--- src/rtl/quant_pkg.sv ---
// Shared types and constants for the quantizer scheduling path.
//   comp_e        : component id carried with each coefficient block
//   qtag_t        : per-block tag travelling alongside the quantizer pipeline
//   sched_state_e : MCU scheduler states
//   QLAT_DEFAULT  : quantizer enable-to-Q latency, shared with the quantizers
package quant_pkg;

  localparam int QLAT_DEFAULT = 4;

  typedef enum logic [1:0] {
    COMP_Y  = 2'd0,
    COMP_CB = 2'd1,
    COMP_CR = 2'd2
  } comp_e;

  typedef struct packed {
    logic  valid;
    comp_e comp;
    logic  last_mcu;
    logic  last_frame;
  } qtag_t;

  typedef enum logic [2:0] {
    IDLE,
    ISSUE_Y,
    ISSUE_CB,
    ISSUE_CR,
    DRAIN
  } sched_state_e;

endpackage

--- src/rtl/quant_tag_pipe.sv ---
// QLAT-deep shift register of qtag_t, shifting every cycle, so a tag loaded
// on a quantizer-enable edge leaves the last stage in step with that block's Q.
// Ports:
//   clk, rst   : clock, asynchronous active-high reset
//   clear      : synchronous flush of all stages
//   in_tag     : tag loaded into stage 0 each cycle (valid=0 when idle)
//   out_tag    : tag in the last stage
//   any_valid  : a tag is still pending behind the last stage
module quant_tag_pipe
  import quant_pkg::*;
#(
  parameter int QLAT = QLAT_DEFAULT
) (
  input  logic  clk,
  input  logic  rst,
  input  logic  clear,
  input  qtag_t in_tag,
  output qtag_t out_tag,
  output logic  any_valid
);

  qtag_t stage_q [QLAT];
  qtag_t stage_d [QLAT];

  always_comb begin
    stage_d[0] = clear ? '0 : in_tag;
  end

  generate
    for (genvar gi = 1; gi < QLAT; gi++) begin : g_shift
      always_comb begin
        stage_d[gi] = clear ? '0 : stage_q[gi-1];
      end
    end
  endgenerate

  always_ff @(posedge clk or posedge rst) begin
    if (rst) begin
      for (int i = 0; i < QLAT; i++) stage_q[i] <= '0;
    end else begin
      for (int i = 0; i < QLAT; i++) stage_q[i] <= stage_d[i];
    end
  end

  assign out_tag = stage_q[QLAT-1];

  // The last stage is excluded: it empties on the coming edge. This lets the
  // scheduler signal done in the cycle right after the final result.
  always_comb begin
    any_valid = 1'b0;
    for (int i = 0; i < QLAT - 1; i++) begin
      any_valid = any_valid | stage_q[i].valid;
    end
  end

endmodule

--- src/rtl/quant_mcu_scheduler.sv ---
// Sequences the Y, Cb and Cr quantizers in MCU order for one frame, grants
// each component's block handshake, pulses the matching quantizer enable and
// emits a merged, latency-aligned result stream for the entropy-coder mux.
// Downstream flow control is by credits because the quantizers cannot stall.
// Ports:
//   clk, rst                    : clock, asynchronous active-high reset
//   start, mcu_total            : frame start pulse and MCU count (sampled on start)
//   y/cb/cr_valid, y/cb/cr_ready: per-component block handshake
//   q_en_y/cb/cr                : quantizer enable pulses (same cycle as fire)
//   crd_return                  : downstream freed one buffer slot
//   res_valid, res_comp,
//   res_last_mcu, res_last_frame: merged result stream
//   busy, done, crd_err         : frame in progress, completion pulse, credit overflow
module quant_mcu_scheduler
  import quant_pkg::*;
#(
  parameter int QLAT      = QLAT_DEFAULT,
  parameter int Y_PER_MCU = 4,
  parameter int CREDITS   = 2,
  parameter int MCU_W     = 16
) (
  input  logic             clk,
  input  logic             rst,
  input  logic             start,
  input  logic [MCU_W-1:0] mcu_total,
  input  logic             y_valid,
  input  logic             cb_valid,
  input  logic             cr_valid,
  output logic             y_ready,
  output logic             cb_ready,
  output logic             cr_ready,
  output logic             q_en_y,
  output logic             q_en_cb,
  output logic             q_en_cr,
  input  logic             crd_return,
  output logic             res_valid,
  output logic [1:0]       res_comp,
  output logic             res_last_mcu,
  output logic             res_last_frame,
  output logic             busy,
  output logic             done,
  output logic             crd_err
);

  localparam int CW = $clog2(CREDITS + 1);
  localparam int YW = (Y_PER_MCU > 1) ? $clog2(Y_PER_MCU) : 1;
  localparam logic [CW-1:0] CRED_MAX = CW'(CREDITS);
  localparam logic [YW-1:0] Y_LAST   = YW'(Y_PER_MCU - 1);

  sched_state_e     state_q, state_d;
  logic [MCU_W-1:0] mcu_total_q, mcu_total_d;
  logic [MCU_W-1:0] mcu_cnt_q, mcu_cnt_d;
  logic [YW-1:0]    y_cnt_q, y_cnt_d;
  logic [CW-1:0]    credits_q, credits_d;
  logic             crd_err_q, crd_err_d;
  logic             done_q, done_d;

  logic  fire_y, fire_cb, fire_cr, fire;
  logic  last_mcu_of_frame;
  logic  pipe_clear, pipe_pending;
  qtag_t tag_in, tag_out;

  // Grants: only the component being served, and only with a free slot.
  assign y_ready  = (state_q == ISSUE_Y)  && (credits_q != '0);
  assign cb_ready = (state_q == ISSUE_CB) && (credits_q != '0);
  assign cr_ready = (state_q == ISSUE_CR) && (credits_q != '0);

  assign fire_y  = y_valid  && y_ready;
  assign fire_cb = cb_valid && cb_ready;
  assign fire_cr = cr_valid && cr_ready;
  assign fire    = fire_y || fire_cb || fire_cr;

  assign q_en_y  = fire_y;
  assign q_en_cb = fire_cb;
  assign q_en_cr = fire_cr;

  assign last_mcu_of_frame = (mcu_cnt_q == mcu_total_q - MCU_W'(1));

  always_comb begin
    tag_in            = '0;
    tag_in.valid      = fire;
    tag_in.comp       = fire_cb ? COMP_CB : (fire_cr ? COMP_CR : COMP_Y);
    tag_in.last_mcu   = fire_cr;
    tag_in.last_frame = fire_cr && last_mcu_of_frame;
  end

  always_comb begin
    state_d     = state_q;
    mcu_total_d = mcu_total_q;
    mcu_cnt_d   = mcu_cnt_q;
    y_cnt_d     = y_cnt_q;
    done_d      = 1'b0;
    pipe_clear  = 1'b0;

    case (state_q)
      IDLE: begin
        if (start) begin
          pipe_clear = 1'b1;
          if (mcu_total != '0) begin
            mcu_total_d = mcu_total;
            mcu_cnt_d   = '0;
            y_cnt_d     = '0;
            state_d     = ISSUE_Y;
          end else begin
            // Empty frame: pass through DRAIN so done still pulses once.
            state_d = DRAIN;
          end
        end
      end
      ISSUE_Y: begin
        if (fire_y) begin
          if (y_cnt_q == Y_LAST) begin
            y_cnt_d = '0;
            state_d = ISSUE_CB;
          end else begin
            y_cnt_d = y_cnt_q + YW'(1);
          end
        end
      end
      ISSUE_CB: begin
        if (fire_cb) state_d = ISSUE_CR;
      end
      ISSUE_CR: begin
        if (fire_cr) begin
          if (last_mcu_of_frame) begin
            state_d = DRAIN;
          end else begin
            mcu_cnt_d = mcu_cnt_q + MCU_W'(1);
            state_d   = ISSUE_Y;
          end
        end
      end
      DRAIN: begin
        if (!pipe_pending) begin
          done_d  = 1'b1;
          state_d = IDLE;
        end
      end
      default: state_d = IDLE;
    endcase
  end

  // Credit counter: a fire consumes a slot, a return frees one; both at once
  // cancel. A return with every slot already free is a downstream protocol
  // error: hold the count and latch crd_err.
  always_comb begin
    credits_d = credits_q;
    crd_err_d = crd_err_q;
    if (fire && !crd_return) begin
      credits_d = credits_q - CW'(1);
    end else if (!fire && crd_return) begin
      if (credits_q == CRED_MAX) crd_err_d = 1'b1;
      else                       credits_d = credits_q + CW'(1);
    end
  end

  always_ff @(posedge clk or posedge rst) begin
    if (rst) begin
      state_q     <= IDLE;
      mcu_total_q <= '0;
      mcu_cnt_q   <= '0;
      y_cnt_q     <= '0;
      credits_q   <= CRED_MAX;
      crd_err_q   <= 1'b0;
      done_q      <= 1'b0;
    end else begin
      state_q     <= state_d;
      mcu_total_q <= mcu_total_d;
      mcu_cnt_q   <= mcu_cnt_d;
      y_cnt_q     <= y_cnt_d;
      credits_q   <= credits_d;
      crd_err_q   <= crd_err_d;
      done_q      <= done_d;
    end
  end

  quant_tag_pipe #(
    .QLAT (QLAT)
  ) u_tag_pipe (
    .clk       (clk),
    .rst       (rst),
    .clear     (pipe_clear),
    .in_tag    (tag_in),
    .out_tag   (tag_out),
    .any_valid (pipe_pending)
  );

  assign res_valid      = tag_out.valid;
  assign res_comp       = tag_out.valid ? 2'(tag_out.comp) : 2'd0;
  assign res_last_mcu   = tag_out.valid && tag_out.last_mcu;
  assign res_last_frame = tag_out.valid && tag_out.last_frame;

  assign busy    = (state_q != IDLE);
  assign done    = done_q;
  assign crd_err = crd_err_q;

endmodule
--- config.mk ---
export PLATFORM = sky130hd
export DESIGN_NAME = quant_mcu_scheduler
export DESIGN_NICKNAME = d
export VERILOG_FILES = /design/src/rtl/quant_pkg.sv /design/src/rtl/quant_tag_pipe.sv /design/src/rtl/quant_mcu_scheduler.sv
export SDC_FILE = /design/constraint.sdc
export NUM_CORES = 1
export LEC_CHECK = 0
export ABC_AREA = 1
export BUFFER_PORTS_ARGS = -buffer_cell sky130_fd_sc_hd__buf_4
export CORE_MARGIN = 2
export CORE_UTILIZATION = 55
export DETAILED_ROUTE_END_ITERATION = 16
export PLACE_DENSITY = 0.75
export SLEW_MARGIN = 25
export SYNTH_ARGS = -nofsm -noshare
export SYNTH_HDL_FRONTEND = slang
export SYNTH_SLANG_ARGS = --single-unit
--- constraint.sdc ---
create_clock -name clk -period 4.88 [get_ports clk]
set_clock_uncertainty 0.15 [all_clocks]
set_input_delay 0.244 -clock clk [delete_from_list [all_inputs] [get_ports clk]]
set_output_delay 0.244 -clock clk [all_outputs]
set_load 0.005 [all_outputs]
==> results of run 1 <==
==> layer usage <==
layer  share of wire (%)  vias up
li1                    -     1639
met1                  47     1464
met2                  47       63
met3                 4.4       15
met4                 1.7        0
met5                   0        -
==> where the power goes <==
group / internal, mW / total (mW) / switching, mW
Combinational: 0.319 / 0.875 / 0.556
Clock: 0.341 / 0.552 / 0.211
Sequential: 0.637 / 0.768 / 0.131
==> state kept, by name, indices dropped and copies added, names as in the netlist <==
signal and count:
crd_err 1, credits_q 2, done 1, mcu_cnt_q 16, mcu_total_q 16, state_q 3, u_tag_pipe.out_tag 5, u_tag_pipe.stage_q 15
y_cnt_q 2
==> layout by cell type (no fill, tap or decap), types with 4 or more instances in the layout <==
cell,n
buf_4,37
nand4_1,5
inv_2,4
clkbuf_8,9
nor2_4,6
dfrtp_1,60
ha_1,5
nor2_1,60
xor2_1,16
nand2_1,156
dlygate4sd3_1,5
nor2_2,8
nand3_1,22
inv_1,75
a21oi_1,8
o21ai_0,16
nor3_1,8
nand2_2,24
==> cells by family (layout without fill, tap and decap cells) <==
| family | count (synthesis) | count (layout) | share of synthesized area [%] |
|---|---|---|---|
| and+or+nand+nor | 301 | 301 | 37.0 |
| buffers and inverters | 89 | 140 | 9.79 |
| DFF | 61 | 61 | 41.2 |
| AOI/OAI and AO/OA | 32 | 32 | 5.40 |
| xor gates and xnor gates | 18 | 18 | 4.25 |
| adders and majority gates | 5 | 5 | 1.69 |
| muxes | 2 | 2 | 0.608 |
==> through the flow <==
step	setup slack [ps]	power [mW]
after detailed placement	2420	1.64
after floorplan	2670	1.45
final	2370	2.20
after global placement	2460	1.61
after CTS	2380	2.20
after global routing	2200	2.38
==> tightest hold or removal path: cells and delay by family <==
kind,cells,cell delay [ps]
compound gates,1,100
buf+inv,1,80
simple gates,1,30
==> layout make-up <==
| class | count | area [um2] | share of cell area (%) |
|---|---|---|---|
| multi-input combinational | 358 | 1820 | 42.0 |
| sequential | 61 | 1530 | 35.3 |
| timing repair buffer | 42 | 328 | 7.58 |
| inverter | 82 | 313 | 7.23 |
| clock buffer | 9 | 124 | 2.86 |
| clock inverter | 7 | 123 | 2.83 |
| tap | 77 | 96.3 | 2.23 |
==> worst max-delay path by stage <==
stage / slack, ps / startpoint / cells past startpoint / to
6_report: 2370 / mcu_total[8] / 6 / mcu_total_q[10]
5_1_grt: 2200 / mcu_total_q[0] / 16 / mcu_cnt_q[10]
4_1_cts: 2380 / mcu_total[8] / 6 / mcu_total_q[10]
3_5_place_dp: 2420 / mcu_total_q[0] / 13 / mcu_cnt_q[11]
3_3_place_gp: 2460 / mcu_total[6] / 7 / mcu_total_q[10]
2_1_floorplan: 2670 / mcu_total_q[0] / 14 / mcu_cnt_q[3]
==> results by group, run 1 <==
Outcome
  – Outcome: complete, no violations

Critical path
  – CP cell instances: dlygate4sd3_1, buf_4, nor4_1, nand3_1, nand2_1, mux2_2
  – Worst endpoint required time: roughly 5000 ps
  – Slowest stage delay, CP: between 600 and 700 ps
  – Setup crit start kind: input pin
  – Worst flop-to-flop path startpoint: state_q[1]
  – CP arrival: about 2600 ps
  – Delay-heaviest family, CP: simple AND/OR/NAND/NOR gates
  – FF-to-FF setup slack: 2410 ps
  – Worst path bufs/invs: 2
  – Worst-path fanout max: 30
  – WS Path Type: input pin to register
  – R2r endpoint: credits_q[1]
  – R2R cell count: 12
  – Critical path's slowest cell: nand2_1
  – Critical path capture point type: register

GRT
  – Grt peak-use layer: met2
  – Grt ovf: 0
  – Met1 global-route usage: between 20% and 30%
  – Largest net degree at the start of global routing: 62
  – GR Layer Usage met3: roughly 7%
  – GRT Resource Usage Total: about 23%
  – Initial antenna violation count: 0
  – M2 GR Usage: between 30% and 40%
  – First-pass GRT wire length: between 10 and 15 mm
  – Vias in the first global route: 3016

Yosys
  – Synth unique cells: 39
  – Top cell type's share of synthesized area: between 40 and 50%
  – Seq cells post-synth: 61
  – Synth Instances: 508
  – Synth warnings: 0
  – Synth cell count leaders: nand2_1 (156), inv_1 (76), dfrtp_1 (60), nor2_1 (60), nand2_2 (24)
  – Syn_area_per_cell: around 7.3 um2
  – Post-Synthesis Cell Area: roughly 3700 um2
  – Largest cells by area after synthesis: dfrtp_1 (41%), nand2_1 (16%), inv_1 (7.7%)
  – Register area share after synthesis: roughly two fifths
  – Syn_nets: 536
  – Most common cell in the netlist: nand2_1
  – EDFF count, synth: 0
  – Synth async-reset ratio: between 90% and 100%
  – Dominant cell type by area after synthesis: dfrtp_1
  – Primary FF master, synth: dfrtp_1

Place
  – Dpl cell area: 4030 um2
  – Placed cells: 615
  – Dpl hpwl: about 5.7 mm
  – RD Place Congestion: between 0.8 and 0.9
  – IO Port Bufs: 36

Floorplanning
  – Row cnt: 29
  – Die height: about 86 um
  – Die X: between 80 and 90 um
  – Core area: 6420 um2
  – DIE AREA: approximately 7400 um2
  – Initial core utilization: roughly 58%
  – Io pins: 37

Timing
  – Final setup vio count: 0
  – Final Max Slew Viols: 0
  – Worst relative slew slack: about 45%
  – Fin Hold WS: approximately 7 ps
  – Final period demand of the worst path: approximately 2500 ps
  – Period utilisation layout: between 50% and 60%
  – Worst Max-Slew Pin Slew: approximately 830 ps
  – Fmax: 398 MHz
  – Fin. Hold Viols: 0
  – RSZ-0062 raised after global routing: false
  – Setup TNS: 0 ps

Pwr
  – Worst vdd ir: 0.376 mV
  – Leak Pwr: 2.34 nW
  – Cell area power density: 507 nW/um2

Clocking
  – CTS Sinks: 61
  – CTS tree: built
  – Clock transition at path regs: around 70 ps
  – Clk root buf: clkbuf_8
  – H-Tree Level Count: 3
  – CTS max path bufs: 2
  – Worst-Skew Late Latency: around 350 ps
  – Post-CTS setup buffer count: 0
  – Hold buffers post-CTS: 5
  – Number of buffers created by CTS: 9
  – Post-CTS sizing: 0

Cells and area
  – Final instance area: 4330 um2
  – Final Util: 67.4%
  – Non-filler instance count after layout: 636
  – Fill cells: 547
  – N_diodes: 0
  – NumNets Final: about 580
  – Area growth, synth to finish: 16.7%
  – Ratio of cells with drive above 1 in the final layout: around a fifth

Routing
  – Routed len/inst: around 12 um
  – Vias/cell: about 5.0
  – Residual DRC: 0
  – Iteration-0 DRC Markers: 199
  – Routed WL: 7.63 mm
  – Detailed Routing Iterations Pass 1: 4
  – Vias: 3181
  – Post-DRT Antenna Nets: 0

Min path
  – Hold path start: mcu_total[1]
  – Hold Path Stages: 3
  – Worst Hold Path EP: mcu_total_q[1]
  – Hold crit path type: input pin to register

Flow run
  – Maximum capacitance violations: 0
Note: power is estimated with default switching activity, not from simulation.
==> run 2: changes to the inputs <==
--- a/config.mk
+++ b/config.mk
@@ -8,9 +8,9 @@
 export ABC_AREA = 1
 export BUFFER_PORTS_ARGS = -buffer_cell sky130_fd_sc_hd__buf_4
 export CORE_MARGIN = 2
-export CORE_UTILIZATION = 55
+export CORE_UTILIZATION = 54
 export DETAILED_ROUTE_END_ITERATION = 16
-export PLACE_DENSITY = 0.75
+export PLACE_DENSITY = 0.77
 export SLEW_MARGIN = 25
 export SYNTH_ARGS = -nofsm -noshare
 export SYNTH_HDL_FRONTEND = slang
==> constraint.sdc (replaced) <==
create_clock -name clk -period 2.2 [get_ports clk]
set_clock_uncertainty 0.15 [all_clocks]
set_input_delay 0.11 -clock clk [delete_from_list [all_inputs] [get_ports clk]]
set_output_delay 0.11 -clock clk [all_outputs]
set_load 0.005 [all_outputs]
==> run 2 against run 1 <==
The run now ends with setup timing left. Count of clock-buffer cells in the layout stayed put. Register-to-register slack worse by 2500 ps. Flip-flop and latch count unchanged. Sequential share of layout area decreased by 2.8 points. Setup slack got worse by 2400 ps. Die area grew 1.8%. Via count rose by 7.0%. Critical endpoint is now mcu_cnt_q[11].
==> results by group, run 2 (synthesized netlist as in run 1, its figures left out) <==
Floorplanning
  – Die X: 86.8 um (+0.88%)
  – Core area: 6720 um2 (+4.6%)
  – Die height: 86.8 um (+0.88%)
  – DIE AREA: 7540 um2 (+1.8%)
  – Io pins: 37 (unchanged)
  – Row cnt: 30 (+3.4%)
  – Initial core utilization: 55.2% (-2.5 points)

Pwr
  – Worst vdd ir: 0.927 mV (+150%)
  – Cell area power density: 1110 nW/um2 (+120%)
  – Tot Pwr: 5.22 mW (+140%)
  – Leak Pwr: 2.51 nW (+7.3%)

Critical path
  – CP arrival: 2360 ps (-230 ps)
  – CP cell instances: buf_4, nor2_2, nand2_2, nor2_2, nand2_1, nand2_1, inv_1, nor2_1, nand2_1, nor2_4, nand3_4, nand3_4, nor2_4, clkbuf_16, nand2_1, nand2_1
  – Worst-path fanout max: 8 (-73%)
  – Worst path bufs/invs: 3 (+1)
  – R2r endpoint: mcu_cnt_q[11]
  – Critical path capture point type: register
  – WS Path Type: register to register
  – Critical path's slowest cell: dfrtp_1
  – Worst flop-to-flop path startpoint: mcu_total_q[1]
  – Worst endpoint required time: 2290 ps (-2670 ps)
  – Crit path top cell by count: nand2_1
  – R2R cell count: 16 (+4)
  – FF-to-FF setup slack: -70 ps (-2480 ps)
  – Delay-heaviest family, CP: simple AND/OR/NAND/NOR gates
  – Setup crit start kind: register
  – Slowest stage delay, CP: 390 ps (-260 ps)

Min path
  – Hold path start: crd_return
  – Hold crit path type: input pin to register
  – Hold Path Stages: 3 (unchanged)
  – Worst Hold Path EP: crd_err

Cells and area
  – Fill cells: 504 (-7.9%)
  – Area taken by flip-flops and latches: 1540 um2 (+0.57%)
  – NumNets Final: 615 (+5.7%)
  – Registers with the most flip-flops: mcu_cnt_q x16, mcu_total_q x16, u_tag_pipe.stage_q x15
  – Commonest non-fill, non-tap cell in the layout: nand2_1
  – Commonest non-fill, non-tap cells in the layout: nand2_1 (145), inv_1 (72), nor2_1 (54)
  – Multi-input gate area: 1930 um2 (+6.1%)
  – Ratio of cells with drive above 1 in the final layout: 26.5% (+7.2 points)
  – N_diodes: 0 (unchanged)
  – Final Util: 70.4% (+3.0 points)
  – Area growth, synth to finish: 27.5%

Timing
  – RSZ-0062 raised after global routing: true
  – Worst relative slew slack: 69.4% (+25 points)
  – Fin Hold WS: 9.05 ps (+1.86 ps)
  – Fin. Hold Viols: 0 (unchanged)
  – Worst Max-Slew Pin Slew: 455 ps (-371 ps)
  – Period utilisation layout: 103%
  – Final period demand of the worst path: approximately 2300 ps
  – Fmax: approximately 440 MHz
  – PnR worst setup slack: -68.3 ps (-2440 ps)
  – Final setup vio count: 16 (+16)
  – Final Max Slew Viols: 0 (unchanged)

Flow run
  – Maximum capacitance violations: 0 (unchanged)

GRT
  – GRT Resource Usage Total: 25.2% (+2.5 points)
  – Initial antenna violation count: 0 (unchanged)
  – Largest net degree at the start of global routing: 62 (unchanged)
  – Grt ovf: 0 (unchanged)
  – Vias in the first global route: 3231 (+7.1%)
  – First-pass GRT wire length: 14.8 mm (+12%)

Clocking
  – CTS tree: built
  – Worst-Skew Late Latency: 350 ps (about the same)
  – Number of buffers created by CTS: 9 (unchanged)
  – Clk root buf: clkbuf_8
  – CTS Sinks: 61 (unchanged)
  – CTS max path bufs: 2 (unchanged)
  – H-Tree Level Count: 3 (unchanged)
  – Clock transition at path regs: 70 ps (about the same)

Routing
  – Iteration-0 DRC Markers: 236 (+19%)
  – Residual DRC: 0 (unchanged)
  – Routed WL: 8.64 mm (+13%)
  – Vias: 3404 (+7.0%)
  – Vias/cell: 5.07 (+1.3%)
  – Routed len/inst: 12.9 um (+7.3%)
  – Detailed Routing Iterations Pass 1: 5 (+1)
  – Post-DRT Antenna Nets: 0 (unchanged)

Outcome
  – Outcome: complete, but fails checks
  – Failing checks: setup timing

Place
  – IO Port Bufs: 36 (unchanged)
  – Dpl hpwl: 5.75 mm (+1.4%)
  – RD Place Congestion: 0.876 (-1.2%)
## run 2: timing repair
item	in CTS	in global routing
cloned	0	1
pin swaps	4	4
hold buffers	19	0
resized for setup	12	27
setup buffers	2	2
endpoints found under the hold margin	81	0
setup endpoints to repair	17	31
## run 2: how the worst max path moves through the flow
stage                         from            end  slack [ps]  cells after the start
finish              mcu_total_q[1]  mcu_cnt_q[11]         -70                     16
floorplan           mcu_total_q[0]   mcu_cnt_q[3]          10                     14
global placement    mcu_total_q[1]  mcu_cnt_q[12]         -30                     13
CTS                 mcu_total_q[1]  mcu_cnt_q[10]         -50                     18
detailed placement  mcu_total_q[1]  mcu_cnt_q[15]        -160                     13
global route        mcu_total_q[0]   mcu_cnt_q[8]        -200                     16
## run 2: routing by layer
metal	vias up	track usage, %	routed length (um)
met4	0	10.8	185
met3	16	4.19	290
met5	-	0	0
met2	85	40.7	4340
li1	1720	-	-
met1	1583	33.7	3830
## run 2: area by class of cell
cell class	count	area share, %
multi-input cells	358	40.8
flip-flops and latches	61	32.5
repair buffers	75	13.8
inverters	82	6.62
clock buffers	9	2.62
well taps	80	2.12
clock inverters	7	1.56
## run 2: where the power goes
group          switching [mW]  leakage, nW  internal, mW  total (mW)
combinational            1.45         1.63          1.04        2.49
sequential              0.300        0.787          1.42        1.72
clock                   0.482        0.100         0.528        1.01
total                    2.23         2.51          3.00        5.22
## run 2: worst register-to-register path: stages, from the launching register on
cell       delay, ps
dfrtp_1          390
buf_4            140
nor2_2           100
nand2_2          110
nor2_2           190
nand2_1           90
nand2_1           70
inv_1             40
nor2_1            90
nand2_1           90
nor2_4           140
nand3_4          110
nand3_4           90
nor2_4            70
clkbuf_16        170
nand2_1           60
nand2_1           50
## run 2: metrics by stage
stage / setup WS, ps / instance area, um2 / std cells / setup TNS (ps)
finish: -68.3 / 4730 / 672 / -785
floorplan: 13.3 / 3710 / 508 / 0
detailed placement: -164 / 4150 / 632 / -2200
global route: -202 / 4730 / 672 / -3100
CTS: -51.8 / 4610 / 669 / -316
global placement: -31.1 / 4150 / 632 / -362
==> run 3: changes to the inputs <==
--- a/config.mk
+++ b/config.mk
@@ -7,7 +7,6 @@
 export LEC_CHECK = 0
 export ABC_AREA = 1
 export BUFFER_PORTS_ARGS = -buffer_cell sky130_fd_sc_hd__buf_4
-export CORE_MARGIN = 2
 export CORE_UTILIZATION = 54
 export DETAILED_ROUTE_END_ITERATION = 16
 export PLACE_DENSITY = 0.77
==> constraint.sdc (replaced) <==
create_clock -name clk -period 2.2 [get_ports clk]
set_clock_uncertainty 0.15 [all_clocks]
set_input_delay 0.55 -clock clk [delete_from_list [all_inputs] [get_ports clk]]
set_output_delay 0.55 -clock clk [all_outputs]
set_load 0.005 [all_outputs]
==> run 3 against run 2 <==
The run ends with DRC, setup timing left. Combinational power up 8.4%. Count of clock-buffer cells in the layout unchanged. Critical path depth down 2. Register-to-register slack better by 30 ps. Utilization up 2.3 points. Setup slack better by 26 ps. Maximum frequency up 1.2%. Sequential share of layout area down 0.064 points. First-iteration DRC count up 17%. Largest cell class unchanged.
==> results by group, run 3 (synthesized netlist as in run 1, its figures left out) <==
Outcome
  – Outcome: complete, but fails checks
  – Failing checks: DRC, setup timing

Clocking
  – Clock transition at path regs: 80 ps (about the same)
  – Clk root buf: clkbuf_8
  – Number of buffers created by CTS: 9 (unchanged)
  – Worst-Skew Late Latency: 340 ps (about the same)
  – H-Tree Level Count: 3 (unchanged)
  – CTS Sinks: 61 (unchanged)
  – CTS tree: built
  – CTS max path bufs: 2 (unchanged)

GRT
  – Vias in the first global route: 3368 (+4.2%)
  – Initial antenna violation count: 0 (unchanged)
  – GRT Resource Usage Total: 26.4% (+1.2 points)
  – Grt ovf: 0 (unchanged)
  – First-pass GRT wire length: 14.9 mm (+1.2%)
  – Largest net degree at the start of global routing: 25 (-60%)

Timing
  – RSZ-0062 raised after global routing: true
  – Final period demand of the worst path: 2240 ps (-26.4 ps)
  – PnR worst setup slack: -41.9 ps (+26.4 ps)
  – Final setup vio count: 11 (-5)
  – Period utilisation layout: 102% (-1.2 points)
  – Worst relative slew slack: 62.6% (-6.7 points)
  – Fmax: 446 MHz (+1.2%)
  – Final Max Slew Viols: 0 (unchanged)
  – Fin. Hold Viols: 0 (unchanged)
  – Worst Max-Slew Pin Slew: 559 ps (+104 ps)

Critical path
  – Critical path capture point type: register
  – CP cell instances: inv_2, ha_4, nand3_2, nor2_4, nand4_1, xor2_1, clkinv_2, nor2_2, nand3_2, nand3_2, nor2_4, buf_12, nand2_2, nand2_2
  – Crit path top cell by count: nand3_2
  – WS Path Type: register to register
  – Slowest stage delay, CP: 400 ps (about the same)
  – CP arrival: 2330 ps (-30 ps)
  – Critical path's slowest cell: dfrtp_1
  – Worst endpoint required time: 2280 ps (about the same)
  – Worst-path fanout max: 6 (-2)
  – Setup crit start kind: register

Floorplanning
  – Die X: 84.8 um (-2.3%)
  – DIE AREA: 7200 um2 (-4.6%)
  – Row cnt: 29 (-3.3%)
  – Core area: 6490 um2 (-3.3%)
  – Io pins: 37 (unchanged)
  – Die height: 84.8 um (-2.3%)
  – Initial core utilization: 57.1% (+1.9 points)

Cells and area
  – N_diodes: 0 (unchanged)
  – Area taken by flip-flops and latches: 1530 um2 (-0.41%)
  – Multi-input gate area: 1960 um2 (+1.6%)
  – Commonest non-fill, non-tap cell in the layout: nand2_1
  – Final instance area: 4720 um2 (-0.21%)
  – Commonest non-fill, non-tap cells in the layout: nand2_1 (140), inv_1 (70), buf_4 (66)
  – Non-filler instance count after layout: 668 (-0.60%)
  – Ratio of cells with drive above 1 in the final layout: 30.1% (+3.6 points)
  – Area growth, synth to finish: 27.3%
  – Registers with the most flip-flops: mcu_cnt_q x16, mcu_total_q x16, u_tag_pipe.stage_q x15
  – Fill cells: 474 (-6.0%)
  – NumNets Final: 614 (-0.16%)

Place
  – Dpl cell area: 4230 um2 (+1.9%)
  – Placed cells: 638 (+0.95%)
  – Dpl hpwl: 6.11 mm (+6.3%)
  – DP Worst Slack: -134 ps (+29.6 ps)
  – IO Port Bufs: 36 (unchanged)
  – RD Place Congestion: 0.967 (+10%)

Routing
  – Routed WL: 8.93 mm (+3.3%)
  – Residual DRC: 1 (+1)
  – Vias/cell: 5.20 (+2.6%)
  – Detailed Routing Iterations Pass 1: 11 (+6)
  – Vias: 3472 (+2.0%)
  – Iteration-0 DRC Markers: 277 (+17%)
  – Routed len/inst: 13.4 um (+3.9%)
  – Post-DRT Antenna Nets: 0 (unchanged)

Pwr
  – Worst vdd ir: 0.819 mV (-12%)
  – Cell area power density: 1150 nW/um2 (+4.0%)
  – Leak Pwr: 2.54 nW (+1.2%)
  – Tot Pwr: 5.42 mW (+3.8%)

Flow run
  – Maximum capacitance violations: 0 (unchanged)

Min path
  – Hold crit path type: input pin to asynchronous set/reset pin
run 3: changes by cell type in the layout (fill, tap and decap cells not counted), moves of 2 or more:
cell           before  now
buf_4              53   66
nand2_1           145  140
dfrtp_2             7    2
nand2_2            33   36
nand2_4             2    4
buf_6               0    3
nand3_2             1    3
dfrtp_1            53   58
dlygate4sd3_1      19    0
inv_1              72   70
nand3_4             2    0
run 3: critical path: cells and delay by family (launching register included):
family	cells	cell delay, ps
buf+inv	3	310
fa+ha+maj	1	140
flops	1	400
xor+xnor	1	190
simple gates	9	930
run 3: area by class of cell:
| type | count | area share (%) |
|---|---|---|
| repair buffers | 73 | 13.0 |
| clock inverters | 7 | 1.56 |
| well taps | 77 | 2.04 |
| clock buffers | 9 | 2.63 |
| flip-flops and latches | 61 | 32.4 |
| multi-input cells | 359 | 41.5 |
| inverters | 82 | 6.79 |
run 3: per-layer routing:
layer	up-vias	GRT usage (%)	share of wire, %
li1	1725	-	-
met2	112	44.2	49
met1	1614	34.0	43
met5	-	0	0
met4	0	9.24	1.9
met3	21	6.13	6.7
run 3: final timing paths:
path	startpoint	to	slack, ps	depth (start not counted)
worst max register to register	mcu_total_q[0]	mcu_cnt_q[15]	-40	14
max in group asynchronous	rst	state_q[2]	1300	3
min in group clk	u_tag_pipe.stage_q[12]	u_tag_pipe.stage_q[7]	290	2
worst min register to register	u_tag_pipe.stage_q[12]	u_tag_pipe.stage_q[7]	290	2
worst max-delay path	mcu_total_q[0]	mcu_cnt_q[15]	-40	14
worst min-delay path	rst	mcu_total_q[15]	110	2
run 3: report_power, final:
part / leakage (nW) / internal [mW] / switching (mW)
Combinational: 1.65 / 1.16 / 1.54
Clock: 0.100 / 0.528 / 0.486
Sequential: 0.792 / 1.42 / 0.292
run 3: what timing repair did:
item                                    4_1_cts  5_1_grt
hold buffers                                  0        0
endpoints found under the setup margin       20       22
cloned                                        2        0
resized for setup                            16       33
pin swaps                                    15       19
buffers inserted                              8        4
run 3: stage by stage:
step / util [%] / setup TNS [ps] / hold slack [ps]
after floorplan: - / 0 / 263
after global placement: 65.2 / -458 / 264
after detailed placement: 65.2 / -1530 / 273
after CTS: 70.8 / -22.3 / 111
after global routing: 72.6 / -3070 / 135
final: 72.6 / -140 / 105
